--- src/rtl/isp_tile_walker.sv ---
// isp_tile_walker
//
// Per-triangle pixel walker for the ISP rasteriser. The triangle bounding box
// is clipped to the current tile, and the remaining rectangle is visited in
// row-major order. The current pixel goes to the combinational plane
// interpolator as fixed-point x_ps/y_ps. The interpolated value that comes
// back is captured with the pixel coordinates into a single output register
// that feeds a valid/ready stream.
//
// Ports
//   clock, reset_n           clock; asynchronous active-low reset
//   start                    one-cycle walk request, accepted only in IDLE
//   tile_x/tile_y            tile origin, latched on accepted start
//   x_min/x_max/y_min/y_max  inclusive triangle bbox, latched on accepted start
//   busy, done               not-idle flag; one-cycle completion pulse
//   x_ps/y_ps                current pixel in interpolator fixed point
//   interp_in                interpolator result for x_ps/y_ps
//   out_valid/out_ready      output stream handshake
//   out_x/out_y/out_z        emitted pixel and its interpolated value
//
// state | meaning
// ------+-----------------------------------------------------------
// IDLE  | waiting for start
// CLIP  | clipped range is evaluated; load first pixel or skip walk
// WALK  | one pixel captured per advance, stepping row-major
// DRAIN | last pixel is held until the stream has taken it
// DONE  | done pulse, then back to IDLE

module isp_tile_walker #(
  parameter int FRAC_BITS = 8,
  parameter int TILE_W    = 32,
  parameter int TILE_H    = 32
) (
  input  logic               clock,
  input  logic               reset_n,
  input  logic               start,
  input  logic [10:0]        tile_x,
  input  logic [10:0]        tile_y,
  input  logic [10:0]        x_min,
  input  logic [10:0]        x_max,
  input  logic [10:0]        y_min,
  input  logic [10:0]        y_max,
  output logic               busy,
  output logic               done,
  output logic signed [31:0] x_ps,
  output logic signed [31:0] y_ps,
  input  logic signed [31:0] interp_in,
  output logic               out_valid,
  input  logic               out_ready,
  output logic [10:0]        out_x,
  output logic [10:0]        out_y,
  output logic signed [31:0] out_z
);

  typedef enum logic [2:0] {
    S_IDLE,
    S_CLIP,
    S_WALK,
    S_DRAIN,
    S_DONE
  } state_t;

  localparam logic [11:0] TileWm1 = 12'(TILE_W - 1);
  localparam logic [11:0] TileHm1 = 12'(TILE_H - 1);

  state_t state_q, state_d;

  logic [10:0] tile_x_q, tile_x_d;
  logic [10:0] tile_y_q, tile_y_d;
  logic [10:0] x_min_q, x_min_d;
  logic [10:0] x_max_q, x_max_d;
  logic [10:0] y_min_q, y_min_d;
  logic [10:0] y_max_q, y_max_d;
  logic [10:0] cur_x_q, cur_x_d;
  logic [10:0] cur_y_q, cur_y_d;
  logic [10:0] out_x_q, out_x_d;
  logic [10:0] out_y_q, out_y_d;
  logic [31:0] out_z_q, out_z_d;
  logic        out_valid_q, out_valid_d;

  // Clip range, evaluated from the latched bbox. The tile end is formed in
  // 12 bits so that a tile at the top of the 11-bit space cannot wrap to 0.
  logic [11:0] tile_xe, tile_ye;
  logic [11:0] xs12, xe12, ys12, ye12;
  logic        clip_empty;
  logic [10:0] xs, xe, ys, ye;

  always_comb begin
    tile_xe    = {1'b0, tile_x_q} + TileWm1;
    tile_ye    = {1'b0, tile_y_q} + TileHm1;
    xs12       = (tile_x_q > x_min_q) ? {1'b0, tile_x_q} : {1'b0, x_min_q};
    ys12       = (tile_y_q > y_min_q) ? {1'b0, tile_y_q} : {1'b0, y_min_q};
    xe12       = (tile_xe < {1'b0, x_max_q}) ? tile_xe : {1'b0, x_max_q};
    ye12       = (tile_ye < {1'b0, y_max_q}) ? tile_ye : {1'b0, y_max_q};
    clip_empty = (xs12 > xe12) || (ys12 > ye12);
    // Every value here is either an 11-bit bbox bound or a tile end that
    // lost the min against one, so bit 11 is always clear.
    xs         = xs12[10:0];
    xe         = xe12[10:0];
    ys         = ys12[10:0];
    ye         = ye12[10:0];
  end

  logic advance;
  assign advance = (state_q == S_WALK) && (!out_valid_q || out_ready);

  always_comb begin
    state_d     = state_q;
    tile_x_d    = tile_x_q;
    tile_y_d    = tile_y_q;
    x_min_d     = x_min_q;
    x_max_d     = x_max_q;
    y_min_d     = y_min_q;
    y_max_d     = y_max_q;
    cur_x_d     = cur_x_q;
    cur_y_d     = cur_y_q;
    out_x_d     = out_x_q;
    out_y_d     = out_y_q;
    out_z_d     = out_z_q;
    out_valid_d = out_valid_q;
    done        = 1'b0;

    if (out_valid_q && out_ready) begin
      out_valid_d = 1'b0;
    end

    unique case (state_q)
      S_IDLE: begin
        if (start) begin
          tile_x_d = tile_x;
          tile_y_d = tile_y;
          x_min_d  = x_min;
          x_max_d  = x_max;
          y_min_d  = y_min;
          y_max_d  = y_max;
          state_d  = S_CLIP;
        end
      end
      S_CLIP: begin
        // An empty clip passes through DRAIN, where the output register is
        // already empty. This adds one settle cycle before DONE, which is
        // the same spacing a walk has after its last handshake.
        if (clip_empty) begin
          state_d = S_DRAIN;
        end else begin
          cur_x_d = xs;
          cur_y_d = ys;
          state_d = S_WALK;
        end
      end
      S_WALK: begin
        if (advance) begin
          out_x_d     = cur_x_q;
          out_y_d     = cur_y_q;
          out_z_d     = interp_in;
          out_valid_d = 1'b1;
          if (cur_x_q == xe) begin
            if (cur_y_q == ye) begin
              state_d = S_DRAIN;
            end else begin
              cur_x_d = xs;
              cur_y_d = cur_y_q + 11'd1;
            end
          end else begin
            cur_x_d = cur_x_q + 11'd1;
          end
        end
      end
      S_DRAIN: begin
        if (!out_valid_q) begin
          state_d = S_DONE;
        end
      end
      S_DONE: begin
        done    = 1'b1;
        state_d = S_IDLE;
      end
      default: state_d = S_IDLE;
    endcase
  end

  always_ff @(posedge clock or negedge reset_n) begin
    if (!reset_n) begin
      state_q     <= S_IDLE;
      tile_x_q    <= '0;
      tile_y_q    <= '0;
      x_min_q     <= '0;
      x_max_q     <= '0;
      y_min_q     <= '0;
      y_max_q     <= '0;
      cur_x_q     <= '0;
      cur_y_q     <= '0;
      out_x_q     <= '0;
      out_y_q     <= '0;
      out_z_q     <= '0;
      out_valid_q <= 1'b0;
    end else begin
      state_q     <= state_d;
      tile_x_q    <= tile_x_d;
      tile_y_q    <= tile_y_d;
      x_min_q     <= x_min_d;
      x_max_q     <= x_max_d;
      y_min_q     <= y_min_d;
      y_max_q     <= y_max_d;
      cur_x_q     <= cur_x_d;
      cur_y_q     <= cur_y_d;
      out_x_q     <= out_x_d;
      out_y_q     <= out_y_d;
      out_z_q     <= out_z_d;
      out_valid_q <= out_valid_d;
    end
  end

  logic [31:0] cur_x_ext, cur_y_ext;
  assign cur_x_ext = {21'b0, cur_x_q};
  assign cur_y_ext = {21'b0, cur_y_q};
  assign x_ps      = cur_x_ext << FRAC_BITS;
  assign y_ps      = cur_y_ext << FRAC_BITS;

  assign busy      = (state_q != S_IDLE);
  assign out_valid = out_valid_q;
  assign out_x     = out_x_q;
  assign out_y     = out_y_q;
  assign out_z     = out_z_q;

endmodule

--- config.mk ---
export PLATFORM = sky130hd
export DESIGN_NAME = isp_tile_walker
export DESIGN_NICKNAME = d
export VERILOG_FILES = /design/src/rtl/isp_tile_walker.sv
export SDC_FILE = /design/constraint.sdc
export NUM_CORES = 1
export LEC_CHECK = 0
export ABC_CLOCK_PERIOD_IN_PS = 10400
export BUFFER_PORTS_ARGS = -buffer_cell sky130_fd_sc_hd__buf_2
export CAP_MARGIN = 25
export CORE_MARGIN = 4
export CORE_UTILIZATION = 45
export DETAILED_ROUTE_END_ITERATION = 10
export HOLD_SLACK_MARGIN = 0.05
export PLACE_DENSITY = 0.71
export SYNTH_ARGS = -nofsm -noshare
export SYNTH_HDL_FRONTEND = slang
export SYNTH_SLANG_ARGS = --single-unit
--- constraint.sdc ---
create_clock -name clock -period 10.4 [get_ports clock]
set_input_delay 1.04 -clock clock [delete_from_list [all_inputs] [get_ports clock]]
set_output_delay 1.04 -clock clock [all_outputs]
set_load 0.01 [all_outputs]
==> reports/results.tsv, run 1 <==
metric	value	unit
cpPeakStageDelay	0.84	ns
die_x	153	um
crit_fanout	22	
synthToLayoutAreaGrowth	16.4	%
drive_above_1_share	28.5	%
routedWlPerCell	18.3	um
dieArea	23400	um2
ys_seq_area_share	38.6	%
worstSkewPairLatency	0.43	ns
rows	52	
cts_resized	0	
avgSynthCellArea	9.58	um2
crit_top_cell	ha_1	
final_max_slew_viol_count	0	
grt.busiest_layer	met2	
drtAntennaViolNets	0	
reg2reg_setup_slack	4.17	ns
cts_setup_buffers	0	
post-route-drc-count	0	
viasPerCell	5.56	
arrival	6.51	ns
ys_warn_count	0	
boundaryPins	223	
vias	7956	
finalCritPeriodShare	59.9	%
crit_buf_inv	2	
grt_pass1_vias	7872	
place_congestion	0.992	
ys_async_sr_fraction	100	%
rr_startpoint	tile_y_q[0]$_DFFE_PN0P_	
grt_pass1_wl	42100	um
reg2regPathDepth	21	
synth_seq_cells	146	
regArea	3650	um2
hold_slack	0.504	ns
r2r-end	cur_y_q[2]$_DFFE_PN0P_	
grt_use_met3	5.54	%
met1_usage	31.9	%
grt_max_degree	96	
n_antenna_cell	0	
grt-ovfl-total	0	
tightest_slew	0.977	ns
cts.htree.levels	4	
setup_viol	0	
core	20400	um2
start_util	46.3	%
final_common_cell	buf_2	
ys.flop_type	dfrtp_1	
fillerInstances	1891	
hold_start	out_z[12]$_DFFE_PN0P_	
final_cell_mix	buf_2, dfrtp_1, mux2_2	
drtIter0Drc	633	
worstHoldPathType	reg -> reg	
cts_root_buf	clkbuf_16	
cpLargestDelayFamily	simple AND/OR/NAND/NOR gates	
cp.depth	21	
skew	0.0101	ns
routed_wl	26200	um
synth_edf_count	0	
hold_viol	0	
cp.required	10.67	ns
crit_slowest_cell	nor4_1	
min_path_cells	1	
cts_hold_buf	0	
final_nets	1319	
multiInputGateArea	5180	um2
grt_usage	22.2	%
post-route-min-period	6.23	ns
tns	0	ns
instances_no_fill	1432	
clk_pin_slew_worst_paths	0.07	ns
portBuffers	180	
end_kind	register	
hpwl	19700	um
dp.cells	1400	
status	completed	
max_slew_margin	34.9	%
holdPathEnd	out_z[12]$_DFFE_PN0P_	
first_pass_iters	5	
clk_path_buf_depth	2	
syn-cell-area	9460	um2
cp-start-kind	register	
grt_util_met2	33.5	%
rsz0062_at_grt	false	
synth_cells	987	
cap_violations	0	
cts_tree	yes	
path_cells	inv_1 > ha_1 > or4b_2 > nor3b_1 > xnor2_1 > inv_1 > ha_1 > nand3_1 > nor4_1 > nor2_1 > nor2_1 > a21oi_1 > ha_1 > nand3_1 > or3_1 > o2111ai_1 > nand4b_1 > o2111ai_1 > o211ai_2 > o21ai_0 > o21ai_0	
die_h	153	um
antenna_found_initial	0	
synth_cell_type_count	75	
path_class	reg -> reg	
cts_buffers	17	
cts.sinks	146	
max_clock_freq	0.160	GHz
[cell type report]
| class | count | share of cell area, % |
|---|---|---|
| inverters | 78 | 2.78 |
| repair buffers | 185 | 8.58 |
| well taps | 270 | 3.07 |
| multi-input cells | 721 | 47.1 |
| flip-flops and latches | 146 | 33.2 |
| clock buffers | 17 | 3.86 |
| clock inverters | 15 | 1.44 |
[per-layer routing]
metal / wire (um) / vias up
met5: 0 / -
met4: 546 / 0
met3: 2360 / 41
met2: 11400 / 360
met1: 11900 / 3791
li1: - / 3764
[metrics by stage]
step	instance area [um2]	util, %	worst slack, ns
5_1_grt	11000	53.9	3.52
2_1_floorplan	9610	-	4.97
4_1_cts	11000	53.9	4.25
3_5_place_dp	10400	51.0	4.34
6_report	11000	53.9	4.17
3_3_place_gp	10400	51.0	4.47
[sequential cells by signal, summed over array words and instances, names as in the netlist]
name	flops
y_max_q	11
x_max_q	11
x_min_q	11
out_x	11
y_min_q	11
out_y	11
cur_y_q	11
out_valid	1
tile_x_q	11
tile_y_q	11
cur_x_q	11
state_q	3
out_z	32
[worst register-to-register path, delay by kind of cell (launching register included)]
family / cells / cell delay (ns)
adders and majority gates: 3 / 0.88
DFF: 1 / 0.46
and+or+nand+nor: 9 / 2.85
AOI/OAI and AO/OA: 6 / 1.32
buffers and inverters: 2 / 0.23
xor gates and xnor gates: 1 / 0.35
[cell families after synthesis]
family / share of synthesized area, %
AOI/OAI and AO/OA: 16.5
and+or+nand+nor: 12.5
buffers and inverters: 8.44
DFF: 38.6
muxes: 11.9
adders and majority gates: 8.99
xor gates and xnor gates: 3.00
other: 0.0396
[how the worst max path moves through the flow]
| stage | slack [ns] | to | from |
|---|---|---|---|
| global placement | 4.47 | cur_y_q[9]$_DFFE_PN0P_ | tile_y_q[0]$_DFFE_PN0P_ |
| floorplan | 4.97 | cur_y_q[2]$_DFFE_PN0P_ | tile_y_q[0]$_DFFE_PN0P_ |
| global route | 3.52 | cur_y_q[3]$_DFFE_PN0P_ | tile_y_q[0]$_DFFE_PN0P_ |
| detailed placement | 4.34 | cur_y_q[9]$_DFFE_PN0P_ | tile_y_q[0]$_DFFE_PN0P_ |
| CTS | 4.25 | cur_y_q[0]$_DFFE_PN0P_ | tile_y_q[0]$_DFFE_PN0P_ |
| finish | 4.17 | cur_y_q[2]$_DFFE_PN0P_ | tile_y_q[0]$_DFFE_PN0P_ |
[synthesized netlist by cell type, types with 7 or more instances]
cell type	instances	area, um2
dfrtp_1	146	3650
mux2_2	90	1010
o21ai_0	88	440
inv_1	77	289
nand2_1	76	285
ha_1	68	851
a21oi_1	57	285
nor2_1	50	188
buf_4	43	323
clkbuf_1	31	116
nor3_1	23	115
nand3_1	18	90.1
xnor2_1	16	140
o21a_1	14	105
nand4_1	13	81.3
a21o_1	12	90.1
xor2_1	12	105
mux2i_1	9	90.1
nor2b_1	9	56.3
and3_1	8	50.1
nor3b_1	8	60.1
o22ai_1	8	50.1
a211oi_1	7	52.6
o22a_1	7	61.3
or3_1	7	43.8
Power of run 1 is not shown: default switching activity piles up to over one toggle a cycle in this logic, so the estimate is an artifact.
==> inputs of run 2 (changes only) <==
--- a/config.mk
+++ b/config.mk
@@ -5,14 +5,14 @@
 export SDC_FILE = /design/constraint.sdc
 export NUM_CORES = 1
 export LEC_CHECK = 0
-export ABC_CLOCK_PERIOD_IN_PS = 10400
+export ABC_CLOCK_PERIOD_IN_PS = 5000
 export BUFFER_PORTS_ARGS = -buffer_cell sky130_fd_sc_hd__buf_2
 export CAP_MARGIN = 25
 export CORE_MARGIN = 4
 export CORE_UTILIZATION = 45
 export DETAILED_ROUTE_END_ITERATION = 10
 export HOLD_SLACK_MARGIN = 0.05
-export PLACE_DENSITY = 0.71
+export PLACE_DENSITY = 0.73
 export SYNTH_ARGS = -nofsm -noshare
 export SYNTH_HDL_FRONTEND = slang
 export SYNTH_SLANG_ARGS = --single-unit
==> constraint.sdc (replaced) <==
create_clock -name clock -period 5 [get_ports clock]
set_input_delay 0.5 -clock clock [delete_from_list [all_inputs] [get_ports clock]]
set_output_delay 0.5 -clock clock [all_outputs]
set_load 0.01 [all_outputs]
==> reports/results.tsv, run 2 (same netlist as run 1, synthesis figures left out) <==
metric	value	unit	change
boundaryPins	223		unchanged
final_util	59.5	%	+5.6 points
die_x	153	um	unchanged
path_class	reg -> reg		
rows	52		unchanged
antenna_found_initial	0		unchanged
cts.sinks	146		unchanged
synthToLayoutAreaGrowth	28.5	%	
final_nets	1397		+5.9%
rsz0062_at_grt	true		
timing.final.ws_setup	-0.00983	ns	-4.18 ns
crit_fanout	6		-73%
cts.htree.levels	4		unchanged
end_kind	register		
tightest_slew	0.999	ns	+0.0223 ns
max_clock_freq	0.200	GHz	+24%
status	complete, but fails checks		
cts_tree	yes		
arrival	5.36	ns	-1.15 ns
die_h	153	um	unchanged
worstSkewPairLatency	0.43	ns	about the same
cp.required	5.35	ns	-5.32 ns
cp-start-kind	register		
grt-ovfl-total	0		unchanged
n_antenna_cell	0		unchanged
post-route-min-period	5.01	ns	-1.22 ns
clk_path_buf_depth	2		unchanged
max_slew_margin	33.3	%	-1.6 points
drive_above_1_share	38.3	%	+9.8 points
hold_viol	0		unchanged
portBuffers	180		unchanged
routedWlPerCell	18.3	um	-0.13%
clk_pin_slew_worst_paths	0.06	ns	about the same
reg2regPathDepth	23		+9.5%
worstHoldPathType	in -> reg		
cts_root_buf	clkbuf_16		
largest_reg_flops	32		unchanged
viasPerCell	5.51		-0.80%
start_util	46.3	%	unchanged
final_common_cell	buf_2		
routed_wl	27600	um	+5.3%
cts_buffers	17		unchanged
first_pass_iters	5		unchanged
vias	8322		+4.6%
skew	0.00883	ns	-0.00125 ns
drtIter0Drc	662		+4.6%
cap_violations	0		unchanged
core	20400	um2	unchanged
final_max_slew_viol_count	0		unchanged
min_path_cells	3		+2
setup_viol	3		+3
grt_usage	22.9	%	+0.73 points
post-route-drc-count	0		unchanged
hpwl	20400	um	+3.1%
dieArea	23400	um2	unchanged
place_congestion	0.920		-7.3%
violations	negative setup slack		
final_cell_mix	buf_2, dfrtp_1, mux2_2		
grt_pass1_vias	8402		+6.7%
drtAntennaViolNets	0		unchanged
grt_pass1_wl	43700	um	+3.9%
finalCritPeriodShare	100	%	+40 points
grt_max_degree	57		-41%
-- run 2: cell count changes in the layout (fill, tap and decap cells not counted), sizes merged --
cell         previous run  this run
clkinv                  3         6
inv                    88        82
dlygate4sd3             0         1
buf                   185       257
clkbuf                 17        24
bufinv                  2         3
-- run 2: final cells by class --
type	count	area (um2)
multi-input cells	721	5630
flip-flops and latches	146	3660
clock buffers	19	443
well taps	270	338
clock inverters	13	150
repair buffers	263	1640
inverters	78	309
fillers	1755	8270
-- run 2: path summary, 6_finish.rpt --
kind | start | to | slack [ns]
worst max-delay path | tile_x_q[1]$_DFFE_PN0P_ | cur_y_q[0]$_DFFE_PN0P_ | -0.01
worst min-delay path | y_max[6] | y_max_q[6]$_DFFE_PN0P_ | 0.28
worst max register to register | tile_x_q[1]$_DFFE_PN0P_ | cur_y_q[0]$_DFFE_PN0P_ | -0.01
worst min register to register | out_z[24]$_DFFE_PN0P_ | out_z[24]$_DFFE_PN0P_ | 0.50
max in group asynchronous | reset_n | tile_y_q[5]$_DFFE_PN0P_ | 3.33
min in group asynchronous | reset_n | x_min_q[7]$_DFFE_PN0P_ | 0.57
-- run 2: layer usage --
layer	track usage, %	part of all wire [%]	vias up
li1	-	-	3915
met1	29.1	42	4024
met2	38.9	49	324
met3	4.52	6.0	59
met4	8.27	2.8	0
met5	0	0	-
-- run 2: per-stage QoR --
step / std cells / setup TNS [ns] / setup slack (ns) / hold WS (ns) / cell area (um2)
after detailed placement: 1437 / -1.67 / -0.131 / 0.460 / 10800
after floorplan: 1028 / 0 / 0.0520 / 0.204 / 9710
after global routing: 1510 / -4.13 / -0.247 / 0.268 / 12200
after global placement: 1437 / -0.00338 / -0.00183 / 0.457 / 10800
after CTS: 1495 / -0.324 / -0.0610 / 0.263 / 11800
final: 1510 / -0.0150 / -0.00983 / 0.275 / 12200
-- run 2: worst max-delay path, stage by stage (launching register included) --
cell and delay [ns]:
dfrtp_1 0.41, or4_4 0.58, o211ai_1 0.22, xnor2_1 0.12, ha_1 0.32, nand2_2 0.06
or3_4 0.40, o41a_4 0.40, nand2_8 0.09, nor2_2 0.04, a21oi_1 0.12, ha_1 0.27
nor2b_4 0.14, o21a_1 0.17, o21ai_1 0.17, a211oi_2 0.09, o21ai_1 0.15, nand4b_1 0.19
o2111ai_2 0.23, buf_4 0.15, o211ai_4 0.12, buf_12 0.21, o21bai_1 0.14, mux2i_1 0.13
-- run 2: repair_timing --
item                                    4_1_cts  5_1_grt
hold buffers                                  1        0
gates resized for setup                      61       54
cloned                                        4        1
hold endpoints to repair                     48        0
buffers inserted                             21       14
endpoints found under the setup margin       22       22
pin swaps                                    23       25
Power of run 2 is left out for the same reason.
